$ cat src/rtl/multicycle_alu.sv
// rtl/multicycle_alu.sv - multicycle ALU: single-cycle logic/arith, iterative one-bit-per-clock shifts
// Optional feature: define ALU_SRA_EN to enable arithmetic shift right on op code 1000.
module multicycle_alu #(
   parameter int DATA_WIDTH  = 32,
   parameter int SHAMT_WIDTH = 5
) (
   input  logic                  clk,
   input  logic                  reset,
   input  logic                  start_i,
   input  logic [3:0]            ALU_Operation_i,
   input  logic [DATA_WIDTH-1:0] A_i,
   input  logic [DATA_WIDTH-1:0] B_i,
   output logic                  busy_o,
   output logic                  done_o,
   output logic [DATA_WIDTH-1:0] ALU_Result_o,
   output logic                  Zero_o
);

   typedef enum logic [1:0] {IDLE, SHIFT, DONE} state_t;

   state_t                 state_q, state_n;
   logic [DATA_WIDTH-1:0]  shreg_q, shreg_n;
   logic [SHAMT_WIDTH-1:0] cnt_q, cnt_n;
   logic                   left_q, left_n;
   logic                   fill_q, fill_n;
   logic [DATA_WIDTH-1:0]  result_q, result_n;
   logic                   zero_q, zero_n;

   logic [SHAMT_WIDTH-1:0] shamt;
   logic                   is_shift;
   logic                   is_arith;
   logic [DATA_WIDTH-1:0]  comb_res;
   logic [DATA_WIDTH-1:0]  step;

   assign shamt = B_i[SHAMT_WIDTH-1:0];

   always_comb begin
      is_shift = (ALU_Operation_i == 4'b0110) || (ALU_Operation_i == 4'b0111);
      is_arith = 1'b0;
`ifdef ALU_SRA_EN
      if (ALU_Operation_i == 4'b1000) begin
         is_shift = 1'b1;
         is_arith = 1'b1;
      end
`endif
   end

   // Shift ops only reach this path with shamt==0, so they pass A through.
   always_comb begin
      comb_res = '0;
      case (ALU_Operation_i)
         4'b0000: comb_res = A_i + B_i;
         4'b0001: comb_res = A_i - B_i;
         4'b0010: comb_res = A_i & B_i;
         4'b0011: comb_res = A_i | B_i;
         4'b0100: comb_res = A_i ^ B_i;
         4'b0101: comb_res = B_i;
         4'b0110: comb_res = A_i;
         4'b0111: comb_res = A_i;
`ifdef ALU_SRA_EN
         4'b1000: comb_res = A_i;
`endif
         default: comb_res = '0;
      endcase
   end

   // Right shifts fill with fill_q: zero for SRL, latched sign bit for SRA.
   assign step = left_q ? {shreg_q[DATA_WIDTH-2:0], 1'b0}
                        : {fill_q, shreg_q[DATA_WIDTH-1:1]};

   always_comb begin
      state_n  = state_q;
      shreg_n  = shreg_q;
      cnt_n    = cnt_q;
      left_n   = left_q;
      fill_n   = fill_q;
      result_n = result_q;
      zero_n   = zero_q;
      case (state_q)
         IDLE, DONE: begin
            state_n = IDLE;
            if (start_i) begin
               if (is_shift && (shamt != '0)) begin
                  state_n = SHIFT;
                  shreg_n = A_i;
                  cnt_n   = shamt;
                  left_n  = (ALU_Operation_i == 4'b0111);
                  fill_n  = is_arith & A_i[DATA_WIDTH-1];
               end else begin
                  state_n  = DONE;
                  result_n = comb_res;
                  zero_n   = (comb_res == '0);
               end
            end
         end
         SHIFT: begin
            shreg_n = step;
            cnt_n   = cnt_q - SHAMT_WIDTH'(1);
            if (cnt_q == SHAMT_WIDTH'(1)) begin
               state_n  = DONE;
               result_n = step;
               zero_n   = (step == '0);
            end
         end
         default: state_n = IDLE;
      endcase
   end

   always_ff @(posedge clk) begin
      if (reset) begin
         state_q  <= IDLE;
         shreg_q  <= '0;
         cnt_q    <= '0;
         left_q   <= 1'b0;
         fill_q   <= 1'b0;
         result_q <= '0;
         zero_q   <= 1'b1;
      end else begin
         state_q  <= state_n;
         shreg_q  <= shreg_n;
         cnt_q    <= cnt_n;
         left_q   <= left_n;
         fill_q   <= fill_n;
         result_q <= result_n;
         zero_q   <= zero_n;
      end
   end

   assign busy_o       = (state_q == SHIFT);
   assign done_o       = (state_q == DONE);
   assign ALU_Result_o = result_q;
   assign Zero_o       = zero_q;

endmodule

$ cat config.mk
export PLATFORM = sky130hd
export DESIGN_NAME = multicycle_alu
export DESIGN_NICKNAME = d
export VERILOG_FILES = /design/src/rtl/multicycle_alu.sv
export SDC_FILE = /design/constraint.sdc
export NUM_CORES = 1
export LEC_CHECK = 0
export ABC_CLOCK_PERIOD_IN_PS = 6200
export CORE_UTILIZATION = 55
export DETAILED_ROUTE_END_ITERATION = 8
export GPL_TIMING_DRIVEN = 0
export PLACE_DENSITY_LB_ADDON = 0.05
export SLEW_MARGIN = 10
export SYNTH_ARGS = -nofsm -noshare
export SYNTH_HDL_FRONTEND = slang
export SYNTH_SLANG_ARGS = --single-unit
export TNS_END_PERCENT = 5
$ cat constraint.sdc
create_clock -name clk -period 6.2 [get_ports clk]
set_clock_uncertainty 0.2 [all_clocks]
set_input_delay 0.62 -clock clk [delete_from_list [all_inputs] [get_ports clk]]
set_output_delay 0.62 -clock clk [all_outputs]
set_load 0.02 [all_outputs]
# Yosys cells after proc, flatten, opt, wreduce, memory -nomap -nowiden
# Index checks and enable logic that the tools add are counted.
# word_totals
register_bits	73
out_inout_bits	35
wordCells	59
# classes
addsub	3
n_eq_ne	14
muxes	20
bitwise	3
reduce_logical	13
# ops
cell	n
case mux 32 bit (7 select lines)	1
two-way mux 32 bit	6
case mux 32 bit (2 select lines)	2
zero test 32 bit	2
adder 32 bit	1
bitwise AND 32 bit	1
bitwise OR 32 bit	1
subtractor 32 bit	1
XOR 32 bit	1
== test 4 x 3 -> 1 bit (second input constant)	4
two-way mux 5 bit	2
case mux 5 bit (2 select lines)	1
== test 4 x 2 -> 1 bit (second input constant)	2
two-way mux 2 bit	3
inequality test 2 bit (second input constant)	3
AND reduction 3 bit	2
== test 5 x 1 -> 1 bit (second input constant)	1
nonzero test 5 bit	1
subtractor 5 x 1 -> 5 bit (second input constant)	1
== test 4 x 1 -> 1 bit (second input constant)	1
zero test 4 bit	1
case mux 2 bit (2 select lines)	1
AND reduction 4 bit	1
OR reduction 2 bit	2
9 further kinds	11

# Depth between registers and ports, before layout
# Gate-level depths: netlist of run 1.
# logic_depth
depth_word	7
ltp_mapped	21

# Least setup slack after synthesis of run 1
# Ideal clock, no wire load.
# synth_path
kind	input to register
startpoint	in ALU_Operation_i[2]
endpoint	reg zero_q (netlist: Zero_o)
setup_time_ns	0.059
arrival_ns	4.615
required_ns	5.941
path_slack_ns	1.326
path_stages	20
cell_sequence	buf_2 > or3_2 > buf_6 > clkbuf_8 > nor2_1 > clkbuf_1 > nor2_1 > xnor2_1 > ha_1 > nand2b_1 > a211oi_2 > o21ai_1 > o31ai_2 > a31oi_4 > o21ai_2 > a31oi_1 > xnor2_1 > a211o_1 > nor4_1 > o32a_1
# synth_via
elab_chain_cells	7
elab_cells_between_ends	18
# synth_lines
element	line	source
from (decl)	10	input logic [3:0] ALU_Operation_i,
== test 4 x 3 -> 1 bit	38, 51	
OR reduction 2 bit (no line)	--	
case mux 32 bit (7 select lines)	51	case (ALU_Operation_i)
zero test 32 bit	92	zero_n = (comb_res == '0);
two-way mux 1 bit	83	if (is_shift && (shamt != '0)) begin
two-way mux 1 bit	82	if (start_i) begin
case mux 1 bit (2 select lines)	79	case (state_q)
to (signal assigned)	125	zero_q <= zero_n;
to (decl)	27	logic zero_q, zero_n;
# Parallel ways exist; a longest one is shown, timed or not. The select of a mux whose other input is x is not followed.
# A chain may end at the register's enable or synchronous reset.

# Worst setup path in the final report of run 1
# Same ends and word-level chain as after synthesis.

==> results of run 1 <==
cell usage after synthesis, types with 5 or more instances:
| library cell | count | share of area (%) |
|---|---|---|
| nor2_1 | 153 | 6.6 |
| a21oi_1 | 102 | 5.9 |
| ha_1 | 99 | 14 |
| nand2_1 | 89 | 3.8 |
| inv_1 | 74 | 3.2 |
| dfxtp_1 | 73 | 17 |
| o21ai_0 | 52 | 3.0 |
| mux2i_1 | 48 | 5.5 |
| xnor2_1 | 42 | 4.2 |
| clkbuf_1 | 37 | 1.6 |
| a221oi_1 | 34 | 3.4 |
| nand4_1 | 25 | 1.8 |
| nand3_1 | 21 | 1.2 |
| buf_6 | 17 | 2.2 |
| o22ai_1 | 15 | 1.1 |
| a211oi_1 | 14 | 1.2 |
| o211ai_1 | 13 | 1.1 |
| a21o_1 | 12 | 1.0 |
| buf_2 | 12 | 0.69 |
| nor3_1 | 12 | 0.69 |
| a22oi_1 | 11 | 0.95 |
| xor2_1 | 11 | 1.1 |
| a222oi_1 | 9 | 1.0 |
| mux2_2 | 9 | 1.2 |
| a31oi_1 | 8 | 0.57 |
| nor4_1 | 8 | 0.57 |
| or3_1 | 8 | 0.57 |
| nand2b_1 | 7 | 0.50 |
| buf_4 | 6 | 0.52 |
| clkbuf_8 | 6 | 0.95 |
| nor2b_1 | 6 | 0.43 |
| o21ai_1 | 6 | 0.34 |
| o221ai_1 | 6 | 0.60 |
| and3_1 | 5 | 0.36 |
| o31ai_1 | 5 | 0.43 |
| o41ai_1 | 5 | 0.50 |
state kept, by name, summed over array words and instances (netlist names):
signal / cells
ALU_Result_o: 32
Zero_o: 1
cnt_q: 5
left_q: 1
shreg_q: 32
state_q: 2
cells in the final DEF, fill, tap and decap left out, drive strengths merged, types with 15 or more instances in the layout:
cell and count:
clkdlybuf4s50 103, xnor2 42, a21oi 106, mux2i 48, dfxtp 73, nand2 90, a211oi 18, inv 77
clkbuf 54, nor2 154, ha 99, a221oi 36, nand4 25, nand3 21, o22ai 15, buf 39
o21ai 60
metal layers:
metal	vias to the layer above	global-route usage (%)	routed length, µm
met1	4491	51.1	13200
met4	0	16.7	1410
li1	4440	-	-
met2	553	61.1	14100
met3	102	6.59	2930
met5	-	0	0
what timing repair did:
item,in CTS,in global routing
gates resized for setup,3,8
endpoints found under the setup margin,1,1
pin swaps,0,0
stage by stage:
| step | cells | setup TNS [ps] | hold slack (ps) |
|---|---|---|---|
| after CTS | 1483 | 0 | 250 |
| after global placement | 1467 | -470 | 238 |
| after floorplan | 1153 | 0 | 252 |
| after detailed placement | 1467 | -502 | 244 |
| after global routing | 1483 | 0 | 273 |
| final | 1483 | 0 | 249 |
critical path, stage by stage:
cell,delay [ps]
clkdlybuf4s50_1,470
buf_2,230
nor3_2,580
nand2_1,220
clkbuf_1,370
nand2_1,170
xnor2_1,150
ha_1,340
a21oi_1,350
o21ai_0,140
a31oi_1,310
nand2_1,180
a211o_1,360
a311oi_2,270
xnor2_1,120
a221oi_2,330
nand4_1,220
nor4_4,360
o32a_1,210
kinds of logic (layout without fill, tap and decap cells):
family                     Yosys count  in the layout
AOI/OAI and AO/OA                  346            346
xor gates and xnor gates            53             53
adders and majority gates          100            100
buffers and inverters              161            280
DFF                                 73             73
muxes                               58             58
and+or+nand+nor                    362            362
path summary, 6_finish.rpt:
kind,start,end,slack (ps)
worst max-delay path,ALU_Operation_i[2],Zero_o$_SDFFE_PP1P_,280
worst min-delay path,ALU_Result_o[8]$_SDFFE_PP0P_,ALU_Result_o[8]$_SDFFE_PP0P_,250
worst max register to register,state_q[1]$_SDFFE_PP0N_,Zero_o$_SDFFE_PP1P_,3040
worst min register to register,ALU_Result_o[8]$_SDFFE_PP0P_,ALU_Result_o[8]$_SDFFE_PP0P_,250
cell type report:
class | count | area (µm²)
inverter | 78 | 293
clock buffer | 11 | 243
sequential | 73 | 1460
fill | 1416 | 4950
clock inverter | 5 | 55.1
timing repair buffer | 103 | 1030
buffer | 83 | 548
multi-input combinational | 919 | 6460
tap | 211 | 264
report_power, final:
group	switching [mW]	internal, mW	total [mW]	leakage, nW
sequential	0.0136	0.491	0.504	0.593
combinational	0.463	0.308	0.770	3.39
clock	0.203	0.321	0.524	0.142
==> run summary, run 1 <==
initial antenna violation count: 0
crit-path max FO: 10
post-synthesis xor/xnor area fraction: 5.33%
layout cells sized above 1: 8.96%
die area: 16300 µm²
#FFs+latches synth: 73
H-tree lvl count: 3
Final period util: 95.5%
drt initial violations: 1061
clk buf depth: 2
Routability Congestion: 0.986
min Tclk post-route: 5920 ps
drt pass-1 iters: 7
compound-cell area share of the yosys netlist: 27.6%
largest net degree at the start of global routing: 13
CP Capture Type: flop
PD cells: 174 nW/µm²
final hold vios: 0
post-layout util: 67.6%
Clock Sinks: 73
synth warn: 0
WL/cell: 21.3 µm
Placed Area: 10000 µm²
chip height: 128 µm
final setup margin: 281 ps
cts bufs inserted: 9
Adder-Cell Fraction of Synth Area: 14.4%
# setup viols final: 0
fin nets: 1438
worst hold path cell count: 2
clk_lat worst skew: 340 ps
RSZ-0062 raised after global routing: false
final design area excluding fillers: 10400 µm²
total grt overflow: 0
Setup Buffers After CTS: 0
Critical Path RT: 6280 ps
port buffer count: 103
synthesized net count: 1324
outcome: complete, no violations
# IOs: 106
Initial Util: 56.9%
Syn Area/Cell: 7.56 µm²
EDFF count, synth: 0
number of core rows: 45
largest family of logic cells by synthesized area: compound AO/OA/AOI/OAI gates
WS Path Type: in -> reg
Post-Synth Simple-Gate Area: 19.4%
Worst Hold Class: reg -> reg
Max Slew Vio Count: 0
Worst setup SP type: input port
maximum VDD drop: 0.000145 V
Hold Buf Count CTS: 0
Syn Std Cell Area: 8710 µm²
Vias/cell: 6.46
number of global-route vias before repair: 8607
Worst-Margin Slew: 961 ps
core area: 15300 µm²
max-capacitance violation count: 0
leakage: 4.13 nW
Synth Flop Type: dfxtp_1
path depth of the worst reg2reg path: 11
Post-synth ARST share: 0%
Tot GR Track Use: 38.5%
DRC errors left: 0
first-pass GRT wire length: 47900 µm
detailed-route wire length: 31600 µm
mux cell area share after synthesis: 6.85%
Max Fclk: 0.169 GHz
area grow syn2layout: 18.9%
post-detail-place hpwl: 24800 µm
Mapped Cells: 1153
worst rel slew slack: 35.7%
Reg clk slew, reported paths: 60 ps
dpl ws: -493 ps
total power: 1.80 mW
CTS tree: yes
Chip Width: 128 µm
Final ANT Viol Nets: 0
Synth cell types: 92
via count: 9586
Arr. time, crit path: 6000 ps
Ant. Diodes: 0
sequential fraction of the synthesis area: 16.8%
clock root buffer: clkbuf_16
No activity file was read; power rests on OpenSTA's default activity.
==> run 2: changes to the inputs <==
--- a/config.mk
+++ b/config.mk
@@ -5,9 +5,11 @@
 export SDC_FILE = /design/constraint.sdc
 export NUM_CORES = 1
 export LEC_CHECK = 0
+export ABC_AREA = 0
 export ABC_CLOCK_PERIOD_IN_PS = 6200
-export CORE_UTILIZATION = 55
+export CORE_UTILIZATION = 58
 export DETAILED_ROUTE_END_ITERATION = 8
+export GPL_ROUTABILITY_DRIVEN = 0
 export GPL_TIMING_DRIVEN = 0
 export PLACE_DENSITY_LB_ADDON = 0.05
 export SLEW_MARGIN = 10
==> run summary, run 2 (synthesized netlist as in run 1, its figures left out) <==
outcome: complete, no violations
PD cells: 179 nW/µm² (+3.2%)
die area: 15500 µm² (-5.1%)
Chip Width: 125 µm (-2.6%)
largest net degree at the start of global routing: 13 (unchanged)
Worst Hold Class: reg -> reg
Arr. time, crit path: 6170 ps (+170 ps)
total grt overflow: 0 (unchanged)
most common cell after layout, fill and taps aside: nor2_1
Worst-Margin Slew: 953 ps (-8.91 ps)
min Tclk post-route: 6080 ps (+164 ps)
post-detail-place hpwl: 24500 µm (-1.3%)
Final period util: 98.1% (+2.6 points)
Vias/cell: 6.68 (+3.4%)
sequential power share: 27.1% (-0.9 points)
# IOs: 106 (unchanged)
switching part of the total: 36.1% (-1.7 points)
first-pass GRT wire length: 48100 µm (+0.52%)
chip height: 125 µm (-2.6%)
dpl ws: -484 ps (+9.23 ps)
WS Path Type: in -> reg
Ant. Diodes: 0 (unchanged)
final hold vios: 0 (unchanged)
layout cells sized above 1: 9.03% (+0.072 points)
# setup viols final: 0 (unchanged)
Critical Path RT: 6280 ps (about the same)
number of global-route vias before repair: 8984 (+4.4%)
Max Slew Vio Count: 0 (unchanged)
DRC errors left: 0 (unchanged)
area grow syn2layout: 19.0%
leakage: 4.16 nW (+0.73%)
detailed-route wire length: 31300 µm (-1.2%)
cell-internal power: 1.19 mW (+6.1%)
CTS tree: yes
drt pass-1 iters: 7 (unchanged)
Worst setup SP type: input port
Tot GR Track Use: 39.4% (+0.94 points)
max-capacitance violation count: 0 (unchanged)
worst rel slew slack: 36.4% (+0.62 points)
number of core rows: 44 (-2.2%)
final design area excluding fillers: 10400 µm² (+0.11%)
maximum VDD drop: 0.000163 V (+12%)
final setup margin: 117 ps (-164 ps)
switching power: 0.670 mW (-1.3%)
WL/cell: 21.5 µm (+0.54%)
Comb power frac: 41.2% (-1.6 points)
placed cell count: 1440 (-1.8%)
most frequent cells in the layout: 152 x nor2_1, 103 x clkdlybuf4s50_1, 102 x a21oi_1, 99 x ha_1, 89 x nand2_1
fin nets: 1440 (+0.14%)
H-tree lvl count: 3 (unchanged)
final hold slack: 253 ps (+3.81 ps)
clk_lat worst skew: 340 ps (about the same)
port buffer count: 103 (unchanged)
crit-path max FO: 10 (unchanged)
initial antenna violation count: 0 (unchanged)
Initial Util: 59.7% (+2.8 points)
core area: 14600 µm² (-4.7%)
Placed Area: 9980 µm² (-0.34%)
clock power share: 31.6% (+2.4 points)
clock root buffer: clkbuf_16
Hold Buf Count CTS: 0 (unchanged)
drt initial violations: 1158 (+9.1%)
CP Capture Type: flop
clk buf depth: 2 (unchanged)
Clock Sinks: 73 (unchanged)
Final ANT Viol Nets: 0 (unchanged)
Max Fclk: 0.164 GHz (-2.7%)
Post-Layout Cell Count: 1457 (-1.8%)
Reg clk slew, reported paths: 60 ps (about the same)
post-layout util: 71.1% (+3.4 points)
via count: 9736 (+1.6%)
cts bufs inserted: 9 (unchanged)
run 2: cell count changes in the layout (fill, tap and decap cells not counted):
cell / before / now
nor2_1: 151 / 152
bufinv_16: 1 / 3
clkbuf_1: 37 / 36
clkinvlp_4: 2 / 1
nor3_4: 0 / 1
buf_4: 6 / 8
nor2_2: 3 / 2
o31ai_2: 1 / 2
o31ai_4: 1 / 0
nor3_2: 3 / 2
clkbuf_8: 7 / 6
run 2: power by group through the flow:
| stage | Combinational (mW) | Clock, mW | Sequential (mW) |
|---|---|---|---|
| floorplan | 0.471 | 0 | 0.528 |
| global placement | 0.727 | 0 | 0.513 |
| detailed placement | 0.738 | 0 | 0.514 |
| CTS | 0.743 | 0.589 | 0.504 |
| global route | 0.822 | 0.605 | 0.507 |
| finish | 0.766 | 0.588 | 0.505 |
run 2: what timing repair did:
item / 4_1_cts / 5_1_grt
hold endpoints to repair: 0 / 0
endpoints found under the setup margin: 1 / 1
setup buffers: 0 / 2
gates resized for setup: 2 / 8
cloned: 0 / 0
pin swaps: 0 / 1
run 2: path summary, 6_finish.rpt:
path                                                    from                            to  slack [ps]  cells after the start
worst max-delay path                      ALU_Operation_i[2]           Zero_o$_SDFFE_PP1P_         120                     22
worst min-delay path            ALU_Result_o[3]$_SDFFE_PP0P_  ALU_Result_o[3]$_SDFFE_PP0P_         250                      2
worst max register to register       state_q[1]$_SDFFE_PP0N_           Zero_o$_SDFFE_PP1P_        3090                     11
worst min register to register  ALU_Result_o[3]$_SDFFE_PP0P_  ALU_Result_o[3]$_SDFFE_PP0P_         250                      2
run 2: critical path, cell delays in order:
cell and delay (ps):
clkdlybuf4s50_1 480, buf_2 240, or3_2 530, buf_6 180, clkbuf_8 180, nor2_1 250
clkbuf_4 300, a21oi_1 80, xnor2_1 190, ha_1 260, buf_2 170, a21oi_2 210
o21ai_1 190, a211oi_2 330, and2_1 180, o211ai_1 260, nor4_2 410, nand3b_1 120
nor4_1 200, nand4_1 200, nor4_4 350, o32a_1 220
run 2: layer usage:
| layer | part of all wire (%) | global-route usage, % |
|---|---|---|
| met5 | 0 | 0 |
| met2 | 44 | 61.9 |
| met1 | 39 | 50.4 |
| met4 | 5.8 | 21.0 |
| met3 | 11 | 8.20 |
run 2: metrics by stage:
stage / setup TNS (ps) / power, mW
4_1_cts: 0 / 1.84
3_5_place_dp: -484 / 1.25
6_report: 0 / 1.86
2_1_floorplan: 0 / 0.999
3_3_place_gp: -454 / 1.24
5_1_grt: -48.3 / 1.93
run 2: layout make-up:
type                    instances  area [µm²]
plain buffers                  83         548
clock buffers                   9         225
clock inverters                 6         108
fillers                      1258        4220
inverters                      78         293
multi-input cells             919        6460
flip-flops and latches         73        1460
well taps                     184         230
repair buffers                105        1050
==> run 3: changes to the inputs <==
--- a/config.mk
+++ b/config.mk
@@ -5,7 +5,6 @@
 export SDC_FILE = /design/constraint.sdc
 export NUM_CORES = 1
 export LEC_CHECK = 0
-export ABC_AREA = 0
 export ABC_CLOCK_PERIOD_IN_PS = 6200
 export CORE_UTILIZATION = 58
 export DETAILED_ROUTE_END_ITERATION = 8
==> results of run 3 <==
Final layout, timing and power as in run 2 (identical DEF).
